File: config.mk
export PLATFORM = sky130hd
export DESIGN_NAME = serial_word_receiver
export DESIGN_NICKNAME = d
export VERILOG_FILES = /design/src/rtl/serial_word_receiver.sv
export SDC_FILE = /design/constraint.sdc
export NUM_CORES = 1
export LEC_CHECK = 0
export BUFFER_PORTS_ARGS = -buffer_cell sky130_fd_sc_hd__buf_4
export CAP_MARGIN = 0
export CORE_MARGIN = 2
export CORE_UTILIZATION = 50
export DETAILED_ROUTE_END_ITERATION = 8
export GPL_TIMING_DRIVEN = 0
export PLACE_DENSITY = 0.74
export SLEW_MARGIN = 20
export SYNTH_ARGS = -nofsm -noshare
export SYNTH_HDL_FRONTEND = slang
export SYNTH_SLANG_ARGS = --single-unit
File: constraint.sdc
create_clock -name clk -period 1.97 [get_ports clk]
set_input_delay 0.197 -clock clk [delete_from_list [all_inputs] [get_ports clk]]
set_output_delay 0.197 -clock clk [all_outputs]
set_load 0.01 [all_outputs]
File: src/rtl/serial_word_receiver.sv
// Serial-to-parallel word assembler with selectable bit order, one output register
// and a one-word holding slot so a finished word can wait for the consumer.
module serial_word_receiver #(
  parameter  int WIDTH = 4,
  localparam int CW    = $clog2(WIDTH + 1)
) (
  input  logic             clk,
  input  logic             rst,
  input  logic             sin,
  input  logic             sin_valid,
  output logic             sin_ready,
  input  logic             dir,
  input  logic             clr,
  output logic [WIDTH-1:0] q,
  output logic             q_valid,
  input  logic             q_ready,
  output logic [CW-1:0]    bit_cnt
);

  typedef enum logic [1:0] {
    IDLE  = 2'd0,
    RECV  = 2'd1,
    STALL = 2'd2
  } state_t;

  state_t           state_q, state_d;
  logic [CW-1:0]    cnt_q, cnt_d;
  logic [WIDTH-1:0] word_q, word_d;
  logic             dir_q, dir_d;
  logic [WIDTH-1:0] q_q, q_d;
  logic             q_valid_q, q_valid_d;

  logic             accept;
  logic             out_free;
  logic             dir_eff;
  int               pos;
  logic [WIDTH-1:0] word_ins;

  assign sin_ready = (state_q != STALL) && !clr;
  assign accept    = sin_valid && sin_ready;
  assign out_free  = !q_valid_q || q_ready;

  always_comb begin
    // NOTE: every variable written here gets a default first, so no path can infer a latch.
    state_d   = state_q;
    cnt_d     = cnt_q;
    word_d    = word_q;
    dir_d     = dir_q;
    q_d       = q_q;
    q_valid_d = q_valid_q;

    // The first bit of a word uses the live dir; later bits use the latched copy.
    dir_eff  = (state_q == IDLE) ? dir : dir_q;
    pos      = dir_eff ? (WIDTH - 1 - int'(cnt_q)) : int'(cnt_q);
    word_ins = (state_q == IDLE) ? '0 : word_q;
    for (int k = 0; k < WIDTH; k++) begin
      if (k == pos) word_ins[k] = sin;
    end

    // Consumer handshake; a word loaded on this same edge overrides it below.
    if (q_valid_q && q_ready) q_valid_d = 1'b0;

    if (clr) begin
      state_d = IDLE;
      cnt_d   = '0;
      word_d  = '0;
    end else begin
      case (state_q)
        STALL: begin
          if (q_ready) begin
            q_d       = word_q;
            q_valid_d = 1'b1;
            word_d    = '0;
            state_d   = IDLE;
          end
        end
        default: begin
          if (accept) begin
            if (state_q == IDLE) dir_d = dir;
            if (cnt_q == CW'(WIDTH - 1)) begin
              cnt_d = '0;
              if (out_free) begin
                q_d       = word_ins;
                q_valid_d = 1'b1;
                word_d    = '0;
                state_d   = IDLE;
              end else begin
                word_d  = word_ins;
                state_d = STALL;
              end
            end else begin
              cnt_d   = cnt_q + CW'(1);
              word_d  = word_ins;
              state_d = RECV;
            end
          end
        end
      endcase
    end
  end

  // NOTE: state registers use non-blocking assignments and reset asynchronously on rst low.
  always_ff @(posedge clk or negedge rst) begin
    if (!rst) begin
      state_q   <= IDLE;
      cnt_q     <= '0;
      word_q    <= '0;
      dir_q     <= 1'b0;
      q_q       <= '0;
      q_valid_q <= 1'b0;
    end else begin
      state_q   <= state_d;
      cnt_q     <= cnt_d;
      word_q    <= word_d;
      dir_q     <= dir_d;
      q_q       <= q_d;
      q_valid_q <= q_valid_d;
    end
  end

  assign q       = q_q;
  assign q_valid = q_valid_q;
  assign bit_cnt = cnt_q;

endmodule

### After elaboration in Yosys (flattened, before gate mapping)

Cells that the tools add are included.

| storage, ports and cells | value |
|---|---|
| flip-flop bits (word level) | 15 |
| word-level logic and storage cells | 71 |
| bits of input ports | 7 |

| operators by class | value |
|---|---|
| $add $sub $neg | 2 |
| mux-type cells | 35 |
| eq/ne operators | 9 |
| bitwise gates (word level) | 2 |
| reductions and logical operators | 17 |

Operator list:

| cell | number |
|---|---|
| equality test 3 x 32 -> 1 bit (first input constant) | 2 |
| 2-to-1 mux 4 bit | 12 |
| equality test 2 x 32 -> 1 bit (first input constant) | 1 |
| zero test 32 bit | 1 |
| 2-to-1 mux 32 bit | 1 |
| 2-to-1 mux 1 bit | 12 |
| 2-to-1 mux 2 bit | 6 |
| 2-to-1 mux 3 bit | 4 |
| nonzero test 2 bit | 4 |
| inequality test 2 bit (second input constant) | 3 |
| AND reduction 5 bit | 1 |
| AND reduction 2 bit | 2 |
| subtractor 2 x 3 -> 4 bit (first input constant) | 1 |
| adder 3 x 1 -> 3 bit (second input constant) | 1 |
| equality test 3 x 2 -> 1 bit (second input constant) | 1 |
| logical AND 1 bit | 3 |
| inequality test 3 bit (second input constant) | 1 |
| AND reduction 3 bit | 1 |
| nonzero test 3 bit | 1 |
| equality test 2 bit (second input constant) | 1 |
| zero test 1 bit | 2 |
| zero test 2 bit | 1 |
| inverter 1 bit | 2 |
| logical OR 1 bit | 1 |

### Longest topological paths before layout

Gate-level depths: netlist of run 1.

| logic depth | value |
|---|---|
| depth in word-level cells | 10 |
| gate-level depth with buffers | 7 |

### Worst setup path before layout of run 1

OpenSTA, ideal clock, no wires.

| timing | value |
|---|---|
| path kind | register to register |
| start point | reg cnt_q[1] (netlist: bit_cnt[1]) |
| end point | reg q_q[0] (netlist: q[0]) |
| cell stages (with the launch flop) | 7 |
| path buffers | 0 |
| data arrival time | 1778 ps |
| library setup time | 126 ps |
| period minus slack after synthesis | 1904 ps |
| path slack | 66 ps |
| path through | dfrtp_1 -> ha_1 -> nor2b_1 -> and2_1 -> o221ai_1 -> nor2_1 -> a221o_1 |

| between the ends | value |
|---|---|
| word-level cells in the longest chain between the ends | 8 |
| elaborated cells on any way between the ends | 11 |
| those cells by class | 1 x add/sub; 1 x eq/ne; 6 x mux; 3 x reduce/logical |

RTL lines:

| what | RTL line | text |
|---|---|---|
| start, declared | 27 | `logic [CW-1:0] cnt_q, cnt_d;` |
| start signal, assigned | 113 | `cnt_q <= cnt_d;` |
| subtractor 2 x 3 -> 4 bit | 54 | `pos = dir_eff ? (WIDTH - 1 - int'(cnt_q)) : int'(cnt_q);` |
| 2-to-1 mux 32 bit | 54 |  |
| zero test 32 bit | 57 | `if (k == pos) word_ins[k] = sin;` |
| 2-to-1 mux 1 bit | 57 |  |
| 2-to-1 mux 4 bit | 82 | `if (out_free) begin` |
| 2-to-1 mux 4 bit | 80 | `if (cnt_q == CW'(WIDTH - 1)) begin` |
| 2-to-1 mux 4 bit | 78 | `if (accept) begin` |
| 2-to-1 mux 4 bit | 68 | `case (state_q)` |
| end signal, assigned | 116 | `q_q <= q_d;` |
| end, declared | 30 | `logic [WIDTH-1:0] q_q, q_d;` |

Several ways; a longest one is shown, not always the timed one. The select of a mux whose other input is x is not followed.
A chain may end at the register's enable or synchronous reset.

### Worst setup path after layout of run 1

| timing | value |
|---|---|
| start point | reg state_q[0] |
| end point | reg q_q[0] (netlist: q[0]) |

| between the ends | value |
|---|---|
| word-level cells in the longest chain between the ends | 9 |
| elaborated cells on any way between the ends | 19 |
| those cells by class | 3 x eq/ne; 8 x mux; 8 x reduce/logical |

RTL lines:

| what | RTL line | text |
|---|---|---|
| start, declared | 26 | `state_t state_q, state_d;` |
| start signal, assigned | 112 | `state_q <= state_d;` |
| zero test 2 bit | 53, 55 |  |
| 2-to-1 mux 1 bit | n/a |  |
| 2-to-1 mux 32 bit | 54 |  |
| zero test 32 bit | 57 |  |
| 2-to-1 mux 1 bit | 57 |  |
| 2-to-1 mux 4 bit | 82 |  |
| 2-to-1 mux 4 bit | 80 |  |
| 2-to-1 mux 4 bit | 78 |  |
| 2-to-1 mux 4 bit | 68 |  |

Several ways; a longest one is shown, not always the timed one. The select of a mux whose other input is x is not followed.

==> results of run 1 <==
-- how the worst min path moves through the flow --
stage	startpoint	end	slack (ns)	depth (start not counted)
after CTS	dir	dir_q$_DFFE_PN0P_	0.15	2
after detailed placement	rst	dir_q$_DFFE_PN0P_	0.07	1
after global placement	rst	bit_cnt[1]$_DFFE_PN0P_	0.07	1
after global routing	dir	dir_q$_DFFE_PN0P_	0.15	2
after floorplan	rst	bit_cnt[0]$_DFFE_PN0P_	-0.1	0
final	dir	dir_q$_DFFE_PN0P_	0.16	2
-- placed cells by master, fill, tap and decap left out, types with 3 or more instances in the layout --
master and count:
buf_4 17, nand2_1 14, dfrtp_1 13, nor2_1 11
a21oi_1 8, o21ai_0 6, inv_1 6, nand3_1 4
buf_6 3, nand2b_1 3, o21ai_1 3, and3_1 3
o22ai_1 3, clkbuf_4 3
-- layout make-up --
class	count	area, µm²
plain buffers	6	50.0
clock buffers	4	26.3
fillers	186	683
inverters	7	26.3
multi-input cells	98	674
flip-flops and latches	15	378
well taps	27	33.8
repair buffers	17	130
-- metal layers --
metal / track usage, % / part of all wire (%)
met5: 0 / 0
met3: 4.17 / 6.4
met2: 37.3 / 46
met4: 9.46 / 1.4
met1: 33.5 / 46
-- synthesized netlist by cell type, types with 2 or more instances --
library cell	instances	area, µm²
nor3b_1	2	15.0
a2111oi_0	2	17.5
nand3_1	4	20.0
nor2b_1	3	18.8
dfrtp_1	15	375
o221ai_1	3	26.3
nand2_1	14	52.6
o22ai_1	3	18.8
and2_1	2	12.5
and3_1	3	18.8
buf_6	3	33.8
o21ai_1	3	15.0
a22o_1	2	17.5
o21ai_0	6	30.0
nand2b_1	3	18.8
mux2i_1	2	20.0
a21o_1	2	15.0
a21oi_1	8	40.0
o21a_1	2	15.0
inv_1	6	22.5
nor2_1	11	41.3
nor3_1	2	10.0
nand3b_1	2	15.0
-- through the flow --
stage,cell area (µm²),setup TNS [ns],std cells
3_5_place_dp,1220,-0.843,167
2_1_floorplan,1080,0,126
6_report,1320,0,174
5_1_grt,1320,0,174
4_1_cts,1280,0,172
3_3_place_gp,1220,-0.446,167
-- flip-flops by register name, summed over array words and instances (netlist names) --
register / count
bit_cnt: 3
word_q: 4
q_valid: 1
state_q: 2
q: 4
dir_q: 1
-- kinds of logic after synthesis --
group           synth area share [%]
simple gates                    26.5
compound gates                  27.7
fa+ha+maj                       1.16
mux                             2.89
flops                           34.7
buf+inv                         7.06
-- power by group through the flow --
stage | combinational, µW | sequential [µW] | clock [µW]
2_1_floorplan | 122 | 354 | 0
3_3_place_gp | 181 | 353 | 0
3_5_place_dp | 185 | 355 | 0
4_1_cts | 192 | 348 | 184
5_1_grt | 219 | 353 | 208
6_report | 198 | 349 | 176
-- worst register-to-register path: stages (launching register included) --
cell and delay [ns]:
dfrtp_2 0.45, buf_6 0.16, o21a_1 0.19, or3_4 0.36, o31ai_2 0.21, a311oi_2 0.07
a221o_1 0.34
-- timing repair --
action,in CTS,in global routing
setup buffers,0,2
hold buffers,1,0
pin swaps,0,1
hold endpoints to repair,15,0
setup endpoints to repair,6,4
gates resized for setup,6,4
==> reports/results.ini, run 1 <==
[setup_path]
endpoint_kind = register
max_stage_delay_ns = 0.45
cpMaxStageDelayCell = dfrtp_2
rr_worst_depth = 6
required_ns = 2.14
rrSetupSlack_ns = 0.08
cp_cell_sequence = buf_6 > o21a_1 > or3_4 > o31ai_2 > a311oi_2 > a221o_1
worstSetupEndpoint = q[0]$_DFFE_PN0P_
crit_cells = 6
cp.arrival_ns = 2.06
r2r-start = state_q[0]$_DFFE_PN0P_
cp-startpoint = state_q[0]$_DFFE_PN0P_
worst-path-buf-inv = 1
criticalPathCategory = reg2reg
cp_top_family = compound AO/OA/AOI/OAI gates
setup.worst_path.start_class = register
path_max_fanout = 10
rr_endpoint = q[0]$_DFFE_PN0P_

[pwr]
total_power_uw = 724
p_leak_uw = 0.000578
netSwitchingFraction_pct = 31.0
clock_power_share_pct = 24.4
powerDensity_nw_per_um2 = 549
internal_power_uw = 500
seq_power_share_pct = 48.2
ir_worst_vdd_v = 0.000432
p_sw_uw = 224
combPwrFrac_pct = 27.4

[sta]
rsz0062_at_grt = false
clock.fmax_ghz = 0.528
fin_ws_ns = 0.0773
fin_crit_ns = 1.89
min_period_over_period_pct = 96.1
tightest_slew_ns = 0.534
setup_violations = 0
finClkSkew_ns = 0.000835
whs_ns = 0.160
maxSlewViolCount = 0
relSlewSlack_pct = 64.4
hold_viol = 0

[die]
die_area_um2 = 2550
start_util_pct = 54.0
core_um2 = 2000
pin_count = 16
die_height_um = 50.5
die_width_um = 50.5
fp-row-count = 16

[layout]
final_util_pct = 65.9
finish.net_count = 156
diodes = 0
drive_above_1_share_pct = 27.2
areaGrowthSynthToFinish_pct = 22.0

[drt]
ant_nets = 0
drt_iter0_drc = 39
via_count = 1041
drt-total-wl_um = 2620
vias_per_cell = 5.98
drc = 0
wire_per_inst_um = 15.1
first_pass_iters = 4

[synth]
ys_async_sr_fraction_pct = 100
syn_avg_cell_area_um2 = 8.58
synthCells = 126
yosys_most_used_dff = dfrtp_1
ys.warnings.count = 0
synth_fp_nets = 134
synth_edf_count = 0
synth.cell_area_um2 = 1080
ys_ff_latch = 15
ys_seq_area_share_pct = 34.7
synth_cell_type_count = 46

[global_routing]
overflow = 0
grt_max_degree = 16
grt_pass1_vias = 987
grt_pass1_wl_um = 4600
grt_usage_pct = 24.1
antenna_found_initial = 0

[clock_network]
cts_tree = done
clkSlewWorstSetupHoldPaths_ns = 0.09
cts_buffers = 3
insertion_delay_ns = 0.28
cts_buffer_depth = 2
htree_levels = 1
clkSinkCount = 15
root_buffer = clkbuf_4

[job]
cap_violations = 0

[placement]
dp_slack_ns = -0.237
place.gp.congestion = 0.911
io_buffers = 14
dp_hpwl_um = 1910

[hold_path]
hold_path_class = in2reg

[status]
status = finished clean

No activity file was read; power rests on OpenSTA's default activity.
==> run 2: changes to the inputs <==
CORE_MARGIN = 5   (was 2)
CTS_CLUSTER_SIZE = 25   (was default)
==> run 2 against run 1 <==
Global-route usage decreased by 5.9 points; largest cell class unchanged; clock skew is 0.0017 ns higher; first-iteration DRC count fell by 13%; flip-flop and latch count did not move; highest routed layer unchanged; critical endpoint unchanged; combinational power about the same; critical path type unchanged; critical path depth unchanged; sequential share of layout area is 0.15 points higher.
==> reports/results.ini, run 2 (synthesized netlist as in run 1, its figures left out) <==
[status]
status = finished clean

[setup_path]
max_stage_delay_ns = 0.47  ; +0.02 ns
cp.arrival_ns = 2.07  ; about the same
cp_cell_sequence = ha_1 > nor2b_2 > and2_2 > o221ai_4 > nor2_1 > a221o_1
required_ns = 2.15  ; about the same
endpoint_kind = register
cp_top_family = compound AO/OA/AOI/OAI gates
setup.worst_path.start_class = register
cpMaxStageDelayCell = dfrtp_1
worst-path-buf-inv = 0  ; -1
path_max_fanout = 6  ; -4
criticalPathCategory = reg2reg

[clock_network]
htree_levels = 1  ; unchanged
insertion_delay_ns = 0.29  ; about the same
clkSlewWorstSetupHoldPaths_ns = 0.09  ; about the same
clkSinkCount = 15  ; unchanged
root_buffer = clkbuf_4
cts_buffers = 3  ; unchanged
cts_buffer_depth = 2  ; unchanged
cts_tree = done

[pwr]
combPwrFrac_pct = 27.1  ; -0.3 points
ir_worst_vdd_v = 0.000439  ; +1.7%
p_sw_uw = 232  ; +3.6%
netSwitchingFraction_pct = 31.8  ; +0.84 points
p_leak_uw = 0.000576  ; -0.29%
seq_power_share_pct = 47.8  ; -0.4 points
powerDensity_nw_per_um2 = 559  ; +1.8%
total_power_uw = 730  ; +0.89%
internal_power_uw = 498  ; -0.33%
clock_power_share_pct = 25.1  ; +0.7 points

[sta]
clock.fmax_ghz = 0.529  ; about the same
fin_ws_ns = 0.0786  ; +0.00135 ns
hold_viol = 0  ; unchanged
maxSlewViolCount = 0  ; unchanged
tns_ns = 0  ; unchanged
whs_ns = 0.160  ; +0.0000860 ns
relSlewSlack_pct = 68.4  ; +4.0 points
finClkSkew_ns = 0.00249  ; +0.00166 ns
rsz0062_at_grt = false
min_period_over_period_pct = 96.0  ; about the same
tightest_slew_ns = 0.470  ; -0.0637 ns
fin_crit_ns = 1.89  ; -0.00135 ns
setup_violations = 0  ; unchanged

[global_routing]
grt_max_degree = 16  ; unchanged
grt_pass1_vias = 995  ; +0.81%
grt_usage_pct = 18.2  ; -5.9 points
antenna_found_initial = 0  ; unchanged
overflow = 0  ; unchanged
grt_pass1_wl_um = 4660  ; +1.5%

[drt]
drc = 0  ; unchanged
drt-total-wl_um = 2770  ; +5.6%
wire_per_inst_um = 16.0  ; +6.2%
first_pass_iters = 4  ; unchanged
ant_nets = 0  ; unchanged
vias_per_cell = 5.95  ; -0.48%
via_count = 1030  ; -1.1%
drt_iter0_drc = 34  ; -13%

[placement]
dp_slack_ns = -0.186  ; +0.0509 ns
io_buffers = 14  ; unchanged
dp_hpwl_um = 1980  ; +4.0%
place.gp.congestion = 0.927  ; +1.8%
placed_cells = 167  ; unchanged

[die]
start_util_pct = 54.0  ; unchanged
pin_count = 16  ; unchanged
die_width_um = 56.5  ; +12%
die_height_um = 56.5  ; +12%
fp-row-count = 16  ; unchanged
die_area_um2 = 3190  ; +25%
core_um2 = 2000  ; unchanged

[layout]
fin_cells = 173  ; -0.57%
finish.net_count = 155  ; -0.64%
final_cell_mix = 16 x buf_4, 14 x nand2_1, 14 x dfrtp_1
drive_above_1_share_pct = 26.7  ; -0.50 points
areaGrowthSynthToFinish_pct = 20.9
diodes = 0  ; unchanged
mostFrequentLayoutCell = buf_4

[job]
cap_violations = 0  ; unchanged

[hold_path]
hold_path_class = in2reg

-- run 2: cell count changes in the layout (fill, tap and decap cells not counted) --
cell,delta
o31ai_4,+1
and2_1,-1
a2111oi_4,-1
and2_2,+1
o31ai_2,-1
dfrtp_1,+1
a2111oi_2,+1
dfrtp_2,-1
buf_4,-1
-- run 2: layout make-up --
cell class	count	area (µm²)
clock buffer	4	26.3
buffer	6	50.0
timing repair buffer	16	123
fill	176	694
sequential	15	377
multi-input combinational	98	672
inverter	7	26.3
tap	27	33.8
-- run 2: final timing paths --
path	start	end	slack (ns)	depth (start not counted)
max	bit_cnt[1]$_DFFE_PN0P_	q[0]$_DFFE_PN0P_	0.08	6
min	dir	dir_q$_DFFE_PN0P_	0.16	2
max reg2reg	bit_cnt[1]$_DFFE_PN0P_	q[0]$_DFFE_PN0P_	0.08	6
min reg2reg	q[2]$_DFFE_PN0P_	q[2]$_DFFE_PN0P_	0.49	2
max in group asynchronous	rst	state_q[0]$_DFFE_PN0P_	1.47	2
min in group asynchronous	rst	bit_cnt[2]$_DFFE_PN0P_	0.29	2
-- run 2: what timing repair did --
| item | in CTS | in global routing |
|---|---|---|
| pin swaps | 0 | 3 |
| resized for setup | 3 | 7 |
| setup endpoints to repair | 6 | 5 |
| hold endpoints to repair | 15 | 0 |
| setup buffers | 0 | 1 |
| hold buffers | 1 | 0 |
-- run 2: per-stage QoR --
stage | area (µm²) | utilization [%]
after floorplan | 1080 | -
after global placement | 1220 | 60.9
after global routing | 1310 | 65.3
after CTS | 1270 | 63.7
final | 1310 | 65.3
after detailed placement | 1220 | 60.9
-- run 2: power groups by stage --
stage | clock network [µW] | logic, µW | registers (µW)
2_1_floorplan | 0 | 122 | 354
3_3_place_gp | 0 | 183 | 353
3_5_place_dp | 0 | 186 | 354
4_1_cts | 190 | 190 | 348
5_1_grt | 208 | 217 | 353
6_report | 184 | 198 | 349
-- run 2: layer usage --
metal	vias up	global-route usage [%]	routed length (µm)
li1	504	-	-
met1	493	24.6	1250
met2	31	28.9	1320
met3	2	3.21	187
met4	0	6.10	17
met5	-	0	0
-- run 2: worst register-to-register path, stage by stage, from the launching register on --
cell,delay [ns]
dfrtp_1,0.47
ha_1,0.23
nor2b_2,0.19
and2_2,0.26
o221ai_4,0.24
nor2_1,0.08
a221o_1,0.32
==> run 3: changes to the inputs <==
RECOVER_POWER = 50   (was default)
==> run 3 against run 2 <==
Core utilization down 0.94 points; worst setup slack better by 0.0039 ns; design area down 1.4%; power down 0.99%; worst hold slack worse by 0.0024 ns; register-to-register slack about the same; flip-flop and latch count unchanged; critical endpoint unchanged; first-iteration DRC count up 12%; final cell count unchanged; clock-buffer cell count unchanged; combinational power down 4%; clock power about the same.
==> reports/results.ini, run 3 (synthesized netlist as in run 1, its figures left out) <==
[setup_path]
rr_worst_depth = 6  ; unchanged
path_max_fanout = 6  ; unchanged
criticalPathCategory = reg2reg
worst-path-buf-inv = 0  ; unchanged
cp-startpoint = bit_cnt[1]$_DFFE_PN0P_
cp.arrival_ns = 2.06  ; about the same
required_ns = 2.15  ; about the same
endpoint_kind = register
rr_endpoint = q[0]$_DFFE_PN0P_
rrSetupSlack_ns = 0.08  ; about the same
cp_cell_sequence = ha_1 > nor2b_2 > and2_2 > o221ai_4 > nor2_1 > a221o_1
r2r-start = bit_cnt[1]$_DFFE_PN0P_
crit_cells = 6  ; unchanged
setup.worst_path.start_class = register
max_stage_delay_ns = 0.47  ; about the same
worstSetupEndpoint = q[0]$_DFFE_PN0P_
cpMaxStageDelayCell = dfrtp_1
cp_top_family = compound AO/OA/AOI/OAI gates

[drt]
drt-total-wl_um = 2750  ; -0.58%
vias_per_cell = 6.05  ; +1.6%
drc = 0  ; unchanged
wire_per_inst_um = 15.9  ; -0.58%
via_count = 1046  ; +1.6%
drt_iter0_drc = 38  ; +12%
first_pass_iters = 4  ; unchanged
ant_nets = 0  ; unchanged

[job]
cap_violations = 0  ; unchanged

[placement]
dp_slack_ns = -0.186  ; unchanged
dp_hpwl_um = 1980  ; unchanged
place.gp.congestion = 0.927  ; unchanged
io_buffers = 14  ; unchanged

[pwr]
ir_worst_vdd_v = 0.000438  ; -0.21%
internal_power_uw = 492  ; -1.3%
clock_power_share_pct = 25.4  ; +0.3 points
seq_power_share_pct = 48.2  ; +0.4 points
p_leak_uw = 0.000556  ; -3.6%
total_power_uw = 723  ; -0.99%
p_sw_uw = 231  ; -0.44%
netSwitchingFraction_pct = 32.0  ; +0.18 points
combPwrFrac_pct = 26.4  ; -0.7 points
powerDensity_nw_per_um2 = 561  ; +0.45%

[layout]
diodes = 0  ; unchanged
drive_above_1_share_pct = 23.3  ; -3.4 points
finish.net_count = 155  ; unchanged
areaGrowthSynthToFinish_pct = 19.2
multi_input_area_um2 = 672  ; unchanged
final_cell_mix = 14 x nand2_1, 14 x dfrtp_1, 11 x buf_4, 11 x nor2_1, 8 x a21oi_1
ff_latch_area_um2 = 377  ; unchanged
nFillCells = 181  ; +2.8%
final_util_pct = 64.4  ; -0.94 points

[sta]
tightest_slew_ns = 0.863  ; +0.393 ns
clock.fmax_ghz = 0.530  ; +0.21%
setup_violations = 0  ; unchanged
min_period_over_period_pct = 95.8  ; -0.20 points
maxSlewViolCount = 0  ; unchanged
relSlewSlack_pct = 42.5  ; -26 points
fin_crit_ns = 1.89  ; -0.00393 ns
hold_viol = 0  ; unchanged
rsz0062_at_grt = false
finClkSkew_ns = 0.00259  ; +0.000102 ns
whs_ns = 0.158  ; -0.00244 ns
tns_ns = 0  ; unchanged
fin_ws_ns = 0.0826  ; +0.00393 ns

[clock_network]
clkSlewWorstSetupHoldPaths_ns = 0.09  ; about the same
htree_levels = 1  ; unchanged
insertion_delay_ns = 0.29  ; about the same
cts_buffers = 3  ; unchanged
cts_tree = done
root_buffer = clkbuf_4
cts_buffer_depth = 2  ; unchanged
clkSinkCount = 15  ; unchanged

[global_routing]
grt_pass1_wl_um = 4660  ; unchanged
overflow = 0  ; unchanged
grt_pass1_vias = 995  ; unchanged
grt_max_degree = 16  ; unchanged
antenna_found_initial = 0  ; unchanged
grt_usage_pct = 18.2  ; unchanged

[die]
fp-row-count = 16  ; unchanged
core_um2 = 2000  ; unchanged
start_util_pct = 54.0  ; unchanged
pin_count = 16  ; unchanged
die_height_um = 56.5  ; unchanged
die_area_um2 = 3190  ; unchanged
die_width_um = 56.5  ; unchanged

[status]
status = finished clean

[hold_path]
hold_path_class = in2reg

[run 3: cell count changes in the layout (fill, tap and decap cells not counted)]
cell	previous run	this run
buf_4	16	11
clkbuf_1	2	7
[run 3: metrics by stage]
stage | instances | instance area (µm²)
finish | 173 | 1290
CTS | 172 | 1270
global route | 173 | 1290
global placement | 167 | 1220
detailed placement | 167 | 1220
floorplan | 126 | 1080
[run 3: cell type report]
cell class	count	area share, %
Timing Repair Buffer	16	8.06
Clock buffer	4	2.04
Multi-Input combinational cell	98	52.1
Sequential cell	15	29.2
Buffer	6	3.88
Tap cell	27	2.62
Inverter	7	2.04
[run 3: power groups by stage]
stage | combinational, µW | sequential, µW | clock (µW)
floorplan | 122 | 354 | 0
detailed placement | 186 | 354 | 0
CTS | 190 | 348 | 190
global placement | 183 | 353 | 0
global route | 210 | 352 | 208
finish | 191 | 349 | 183
[run 3: worst min-delay path by stage]
stage               startpoint                endpoint  slack [ns]  depth (start not counted)
floorplan                  rst  bit_cnt[0]$_DFFE_PN0P_        -0.1                          0
global placement           rst  bit_cnt[1]$_DFFE_PN0P_        0.07                          1
detailed placement         rst  bit_cnt[2]$_DFFE_PN0P_        0.07                          1
CTS                        dir       dir_q$_DFFE_PN0P_        0.15                          2
global route               dir       dir_q$_DFFE_PN0P_        0.15                          2
finish                     dir       dir_q$_DFFE_PN0P_        0.16                          2
[run 3: timing repair]
item | 4_1_cts | 5_1_grt
hold endpoints to repair | 15 | 0
endpoints found under the setup margin | 6 | 5
pin swaps | 0 | 3
hold buffers | 1 | 0
buffers inserted | 0 | 1
resized for setup | 3 | 7
[run 3: worst reg2reg max path, stage by stage, from the launching register on]
cell	delay (ns)
dfrtp_1	0.47
ha_1	0.23
nor2b_2	0.19
and2_2	0.26
o221ai_4	0.24
nor2_1	0.08
a221o_1	0.32
[run 3: layer usage]
layer	GRT usage (%)	part of all wire, %	vias up
li1	-	-	504
met1	24.6	44	501
met2	28.9	47	39
met3	3.21	7.6	2
met4	6.10	0.62	0
met5	0	0	-
